`config.mk`:
```
export PLATFORM = sky130hd
export DESIGN_NAME = input_debouncer_flat
export DESIGN_NICKNAME = d
export VERILOG_FILES = /design/src/rtl/fpga_io_pkg.sv /design/src/rtl/input_debouncer_if.sv /design/src/rtl/debounce_bit.sv /design/src/rtl/input_debouncer.sv /design/src/flat_wrapper.sv
export SDC_FILE = /design/constraint.sdc
export NUM_CORES = 1
export LEC_CHECK = 0
export CAP_MARGIN = 10
export CORE_ASPECT_RATIO = 1.4
export CORE_UTILIZATION = 49
export DETAILED_ROUTE_END_ITERATION = 8
export GPL_ROUTABILITY_DRIVEN = 0
export PLACE_DENSITY = 0.74
export SKIP_CTS_REPAIR_TIMING = 1
export SKIP_LAST_GASP = 1
export SYNTH_ARGS = -nofsm -noshare
export SYNTH_HDL_FRONTEND = slang
export SYNTH_SLANG_ARGS = --single-unit
```
`constraint.sdc`:
```
create_clock -name clk -period 0.9 [get_ports clk]
set_input_delay 0.135 -clock clk [delete_from_list [all_inputs] [get_ports clk]]
set_output_delay 0.135 -clock clk [all_outputs]
set_load 0.05 [all_outputs]
```
`src/rtl/fpga_io_pkg.sv`:
```
// ============================================================
// fpga_io_pkg : shared widths and defaults for board input conditioning
// Rev 1.0
// ============================================================
`default_nettype none

package fpga_io_pkg;

  localparam int IO_WIDTH         = 10;
  localparam int DEBOUNCE_DEFAULT = 16;
  // Bits 9:8 are the slide switches, wired active-low on the board
  localparam logic [IO_WIDTH-1:0] SW_INVERT_MASK = 10'b11_0000_0000;

endpackage

`default_nettype wire

```
`src/rtl/input_debouncer_if.sv`:
```
// ============================================================
// input_debouncer_if : raw pin levels in, conditioned levels/pulses out
// Rev 1.0
// ============================================================
`default_nettype none

interface input_debouncer_if
  import fpga_io_pkg::*;
#(
  parameter int WIDTH = IO_WIDTH
);

  logic [WIDTH-1:0] raw_in;
  logic [WIDTH-1:0] clean_out;
  logic [WIDTH-1:0] rise_pulse;
  logic [WIDTH-1:0] fall_pulse;

  modport master (
    output raw_in,
    input  clean_out,
    input  rise_pulse,
    input  fall_pulse
  );

  modport slave (
    input  raw_in,
    output clean_out,
    output rise_pulse,
    output fall_pulse
  );

endinterface

`default_nettype wire

```
`src/rtl/debounce_bit.sv`:
```
// ============================================================
// debounce_bit : 2-flop synchroniser, qualification counter, edge pulses
// Rev 1.0
// ============================================================
`default_nettype none

module debounce_bit
  import fpga_io_pkg::*;
#(
  parameter int DEBOUNCE_CYCLES = DEBOUNCE_DEFAULT
) (
  input  wire logic clk,
  input  wire logic rst,
  input  wire logic din,
  output logic      clean,
  output logic      rise,
  output logic      fall
);

  localparam int CNT_W = (DEBOUNCE_CYCLES > 1) ? $clog2(DEBOUNCE_CYCLES) : 1;
  localparam logic [CNT_W-1:0] CNT_LAST = CNT_W'(DEBOUNCE_CYCLES - 1);

  logic             s1;
  logic             s2;
  logic [CNT_W-1:0] cnt;
  logic             done;

  // New level has now been seen for DEBOUNCE_CYCLES consecutive edges
  assign done = (s2 != clean) && (cnt == CNT_LAST);

  always_ff @(posedge clk) begin
    if (rst) begin
      s1    <= 1'b0;
      s2    <= 1'b0;
      cnt   <= '0;
      clean <= 1'b0;
      rise  <= 1'b0;
      fall  <= 1'b0;
    end else begin
      s1   <= din;
      s2   <= s1;
      rise <= done & s2;
      fall <= done & ~s2;
      if (s2 == clean) begin
        cnt <= '0;
      end else if (done) begin
        clean <= s2;
        cnt   <= '0;
      end else begin
        cnt <= cnt + CNT_W'(1);
      end
    end
  end

endmodule

`default_nettype wire

```
`src/rtl/input_debouncer.sv`:
```
// ============================================================
// input_debouncer : polarity fix plus per-bit sync/debounce of board pins
// Rev 1.0
// ============================================================
`default_nettype none

module input_debouncer
  import fpga_io_pkg::*;
#(
  parameter int               WIDTH           = IO_WIDTH,
  parameter int               DEBOUNCE_CYCLES = DEBOUNCE_DEFAULT,
  parameter logic [WIDTH-1:0] INVERT_MASK     = WIDTH'(SW_INVERT_MASK)
) (
  input wire logic          clk,
  input wire logic          rst,
  input_debouncer_if.slave  bus
);

  logic [WIDTH-1:0] pol;

  assign pol = bus.raw_in ^ INVERT_MASK;

  for (genvar i = 0; i < WIDTH; i++) begin : g_bit
    debounce_bit #(
      .DEBOUNCE_CYCLES (DEBOUNCE_CYCLES)
    ) u_debounce_bit (
      .clk   (clk),
      .rst   (rst),
      .din   (pol[i]),
      .clean (bus.clean_out[i]),
      .rise  (bus.rise_pulse[i]),
      .fall  (bus.fall_pulse[i])
    );
  end

endmodule

`default_nettype wire

```
`src/flat_wrapper.sv`:
```
// flat-port wrapper written by rule: the top's interface ports become plain ports
module input_debouncer_flat import fpga_io_pkg::*;
#(
  parameter int               WIDTH           = IO_WIDTH,
  parameter int               DEBOUNCE_CYCLES = DEBOUNCE_DEFAULT,
  parameter logic [WIDTH-1:0] INVERT_MASK     = WIDTH'(SW_INVERT_MASK)
)
  (clk, rst, bus_raw_in, bus_clean_out, bus_rise_pulse, bus_fall_pulse);
  input_debouncer_if #(.WIDTH(WIDTH)) bus_i ();
  input wire logic clk;
  input wire logic rst;
  input wire logic [$bits(bus_i.raw_in)-1:0] bus_raw_in;
  output wire logic [$bits(bus_i.clean_out)-1:0] bus_clean_out;
  output wire logic [$bits(bus_i.rise_pulse)-1:0] bus_rise_pulse;
  output wire logic [$bits(bus_i.fall_pulse)-1:0] bus_fall_pulse;
  assign bus_i.raw_in = bus_raw_in;
  assign bus_clean_out = bus_i.clean_out;
  assign bus_rise_pulse = bus_i.rise_pulse;
  assign bus_fall_pulse = bus_i.fall_pulse;
  input_debouncer #(.WIDTH(WIDTH), .DEBOUNCE_CYCLES(DEBOUNCE_CYCLES), .INVERT_MASK(INVERT_MASK)) u_core (.clk(clk), .rst(rst), .bus(bus_i));
endmodule
```
Word level (Yosys, flattened, before mapping)
Index checks and enable logic that the tools add are counted.

Word-level logic and storage cells: 171. Memory bits (read-only): 0. Bits in registers: 90. Bits of input ports: 12. Memories kept: 0. Latch bits: 0. RAM bits: 0. Output and inout port bits: 30.

Reductions and logical operators: 30. Equality and inequality tests: 30. Multiplexer cells: 0. Divide/modulo/power cells: 0. Shift operators: 0. Add/sub/neg operators: 10. Bitwise logic cells: 41. $lt $le $gt $ge: 0. $mul: 0.

Operator list (number): adder 4 x 1 -> 4 bit, second input constant (10); == test 4 bit, second input constant (10); OR reduction 3 bit (10); AND 1 bit (20); inverter 1 bit (20); AND reduction 2 bit (10); == test 1 bit (10); logical AND 1 bit (10); inequality test 1 bit (10); inverter 2 bit (1).

Longest topological paths before layout
Gate-level depths: netlist of the first run.

Word-level depth: 3. Mapped depth: 4. Mapped depth without buffers: 4.

Modules after synthesis
Synthesis of the first run repeated with hierarchy kept, for this count alone.

Cells, all modules: 272. Area, all modules: 3047.9 um2.

Modules (own cells, without submodules): debounce_bit (cells an instance 27, area each 304.0 um2, times used 10, seq. area each 180.2 um2); input_debouncer (cells an instance 2, area each 7.5 um2, times used 1, seq. area each 0.0 um2).

Worst setup path after synthesis of the first run
OpenSTA, ideal clock, no wires.

Kind: flip-flop to flip-flop. Start: reg u_core.g_bit[0].u_debounce_bit.cnt[0]. End: reg u_core.g_bit[0].u_debounce_bit.clean. Arrival time: 876 ps. Library setup time: 117 ps. Required time: 783 ps. Clock period less this slack: 993 ps. Path slack: -93 ps. Path buffers: 0. Cell stages (with the launch flop): 5. Path through: dfxtp_1 > ha_1 > nand3_2 > mux2i_1 > nor2_1.

Word-level cells in the longest chain between the ends: 3.

RTL lines: start, declared (RTL line debounce_bit.sv:25) `logic [CNT_W-1:0] cnt;`; start signal, assigned (RTL line debounce_bit.sv:50) `cnt <= cnt + CNT_W'(1);`; == test 4 bit (RTL line debounce_bit.sv:29) `assign done = (s2 != clean) && (cnt == CNT_LAST);`; logical AND 1 bit (RTL line debounce_bit.sv:29); AND reduction 2 bit (no line); end signal, assigned (RTL line debounce_bit.sv:36) `clean <= 1'b0;`; end signal, assigned (RTL line debounce_bit.sv:47) `clean <= s2;`; end, declared (RTL line debounce_bit.sv:15) `output logic clean,`.

Every way passes these cells. A chain may end at the register's enable or synchronous reset.

Worst setup path in the final report of the first run
Start: reg u_core.g_bit[7].u_debounce_bit.clean. End: out bus_clean_out[7].

RTL lines: start, declared (RTL line debounce_bit.sv:15); start signal, assigned (RTL line debounce_bit.sv:36); start signal, assigned (RTL line debounce_bit.sv:47); end, declared (RTL line flat_wrapper.sv:13) `output wire logic [$bits(bus_i.clean_out)-1:0] bus_clean_out;`.

No word-level cell between the ends.

==> results_dict.tcl, run 1 <==
set metrics [dict create \
    io_pins 42 \
    timing.final.crit_share 1.220 \
    maxSlewViolCount 0 \
    synth-seq-cells 90 \
    die_y_um 101.6 \
    max_slew_margin 0.8346 \
    firstDrtPassIters 3 \
    min_path_cells 2 \
    core_area_um2 6700 \
    synth_fp_nets 329 \
    p_int_mw 5.748 \
    n_antenna_cell 0 \
    syn_area_um2 3475 \
    drive_gt1_frac 0.5718 \
    drc_errors 0 \
    cts_buffer_depth 2 \
    placementRows 35 \
    power.share.combinational 0.041 \
    portBuffers 41 \
    path_clk_slew_ns 0.09 \
    critPathLaunchType "register" \
    area_growth_pct 47.89 \
    wire_per_inst_um 12.49 \
    worstHoldStart "rst" \
    switchingPower_mw 1.586 \
    synth_most_common_cell "dfxtp_1" \
    ys_warn_count 0 \
    fin_nets 400 \
    skew_ns 0.008570 \
    synth_cells 307 \
    grt_pass1_wl_um 9356 \
    cts_tree "yes" \
    p_leak_nw 1.935 \
    cts_sinks 90 \
    hold_path.class "in2reg" \
    clock_latency_ns 0.35 \
    grt_max_degree 22 \
    min_period_ns 1.098 \
    synth_top_area_cell "dfxtp_1" \
    vias 2225 \
    r2r_start "u_core.g_bit[5].u_debounce_bit.cnt[1]$_SDFF_PP0_" \
    syn_avg_cell_area_um2 11.32 \
    max-vdd-ir-drop_mv 1.199 \
    synth_area_leaders "dfxtp_1 52%, nor4b_2 8.6%, buf_4 6.5%" \
    crit_arrival_ns 0.96 \
    cts_buffers 9 \
    setup_ws_ns -0.1981 \
    netSwitchingFraction 0.2163 \
    rsz0062_at_grt "yes" \
    antenna_found_initial 0 \
    finalHoldViolCount 0 \
    synth_edf_count 0 \
    synth_seq_area_share 0.5185 \
    grtUsageTotal 0.1661 \
    tightestPinTransition_ns 0.2473 \
    routed_via_density 4.684 \
    die_area_um2 7437 \
    critical_path_required_ns 0.76 \
    total_power_mw 7.334 \
    final_cell_count_no_fill 475 \
    grt_overflow 0 \
    status "complete, but fails checks" \
    ys_types 15 \
    htreeDepth 3 \
    cts_root_buf "clkbuf_8" \
    power.density_nw_per_um2 1427 \
    die_x_um 73.17 \
    initialDrtViolationCount 49 \
    endpoint_kind "primary output" \
    timing.hold.ws_ns 0.1206 \
    criticalPathCategory "reg2out" \
    reg2reg_slack_ns -0.11 \
    violations "setup timing" \
    yosys-top-cells-count "90 x dfxtp_1, 52 x nor2_1, 30 x buf_4" \
    hpwl_um 3837 \
    r2r-end "u_core.g_bit[5].u_debounce_bit.clean$_SDFFE_PP0P_" \
    fmax_ghz 0.9107 \
    postRouteAntennaNets 0 \
    ys_async_sr_fraction 0 \
    pwr-share-clk 0.405 \
    wl_um 5932 \
    setup_viol 82 \
    cap_violations 0 \
    start_util 0.5186 \
    synthFlopType "dfxtp_1" \
    dpl.cell_count 444 \
    seq_power_share 0.554 \
    crit_fanout 3 \
    synth_top_area_frac 0.5185 \
    min_to "u_core.g_bit[3].u_debounce_bit.s2$_SDFF_PP0_" \
    r2r_cells 4 \
    grt_pass1_vias 2216 \
]
-- state kept, by name (all words and copies together), names as in the netlist --
register	count
u_core.g_bit.u_debounce_bit.clean	10
u_core.g_bit.u_debounce_bit.rise	10
u_core.g_bit.u_debounce_bit.s1	10
u_core.g_bit.u_debounce_bit.s2	10
u_core.g_bit.u_debounce_bit.fall	10
u_core.g_bit.u_debounce_bit.cnt	40
-- routing by layer --
metal | vias to the layer above | part of all wire | global-route usage
met3 | 11 | 0.035 | 0.02587
met2 | 45 | 0.53 | 0.2970
met4 | 0 | 0.023 | 0.1146
li1 | 1115 | - | -
met5 | - | 0 | 0
met1 | 1054 | 0.41 | 0.1756
-- metrics by stage --
stage	area, um^2	utilization	setup WS, ns	TNS (ns)
floorplan	3690	-	-0.01450	-0.01450
global placement	4556	0.6799	-0.02369	-0.1149
detailed placement	4556	0.6799	-0.03855	-0.5274
CTS	4773	0.7124	-0.3252	-6.284
global route	5139	0.7669	-0.2261	-9.299
finish	5139	0.7669	-0.1981	-4.947
-- cell usage in the layout (no fill, tap or decap), types with 6 or more instances in the layout --
cell	n
xor2_2	6
nor2_1	49
clkbuf_8	9
xnor2_1	7
buf_6	15
clkdlybuf4s50_1	10
dfxtp_1	37
nand3_2	10
nor2b_1	18
buf_4	38
mux2i_1	10
nand3_1	9
buf_12	32
ha_4	10
xor2_1	14
dfxtp_2	51
nand3_4	11
nor4b_4	6
inv_1	10
nor4b_2	14
-- worst max-delay path by stage --
stage	cells after the start	slack (ns)	to	from
after global placement	4	-0.02	u_core.g_bit[0].u_debounce_bit.clean$_SDFFE_PP0P_	u_core.g_bit[0].u_debounce_bit.cnt[1]$_SDFF_PP0_
after detailed placement	4	-0.04	u_core.g_bit[3].u_debounce_bit.clean$_SDFFE_PP0P_	u_core.g_bit[3].u_debounce_bit.cnt[1]$_SDFF_PP0_
after floorplan	4	-0.01	u_core.g_bit[0].u_debounce_bit.clean$_SDFFE_PP0P_	u_core.g_bit[0].u_debounce_bit.cnt[1]$_SDFF_PP0_
after global routing	2	-0.23	bus_clean_out[3]	u_core.g_bit[3].u_debounce_bit.clean$_SDFFE_PP0P_
final	2	-0.20	bus_clean_out[7]	u_core.g_bit[7].u_debounce_bit.clean$_SDFFE_PP0P_
after CTS	2	-0.33	bus_clean_out[2]	u_core.g_bit[2].u_debounce_bit.clean$_SDFFE_PP0P_
-- kinds of logic after synthesis --
| kind of cell | synth area share |
|---|---|
| flops | 0.5185 |
| fa+ha+maj | 0.03601 |
| buf+inv | 0.09399 |
| simple gates | 0.2470 |
| mux | 0.02881 |
| xor+xnor | 0.07562 |
-- layout make-up --
type	instances	area, um^2
flip-flops and latches	90	1873
multi-input cells	170	1687
fillers	411	1562
repair buffers	96	1200
clock buffers	9	123.9
well taps	92	115.1
clock inverters	7	93.84
inverters	11	46.29
-- power groups by stage --
stage / Clock (mW) / Combinational (mW) / Sequential [mW]
after floorplan: 0 / 0.148 / 4.16
after global placement: 0 / 0.277 / 4.16
after detailed placement: 0 / 0.286 / 4.16
after CTS: 3.04 / 0.288 / 4.07
after global routing: 3.22 / 0.331 / 4.07
final: 2.97 / 0.303 / 4.06
-- critical path: stages (launching register included) --
cell and delay (ns):
dfxtp_4 0.36, buf_6 0.11, buf_12 0.13
Power figures use the tool's default switching activity.
==> run 2, diff against run 1 <==
Settings changed: HOLD_SLACK_MARGIN from default to 0.03.
==> results of run 2 <==
Same layout as run 1: the final DEF is identical, and so are final timing and power.
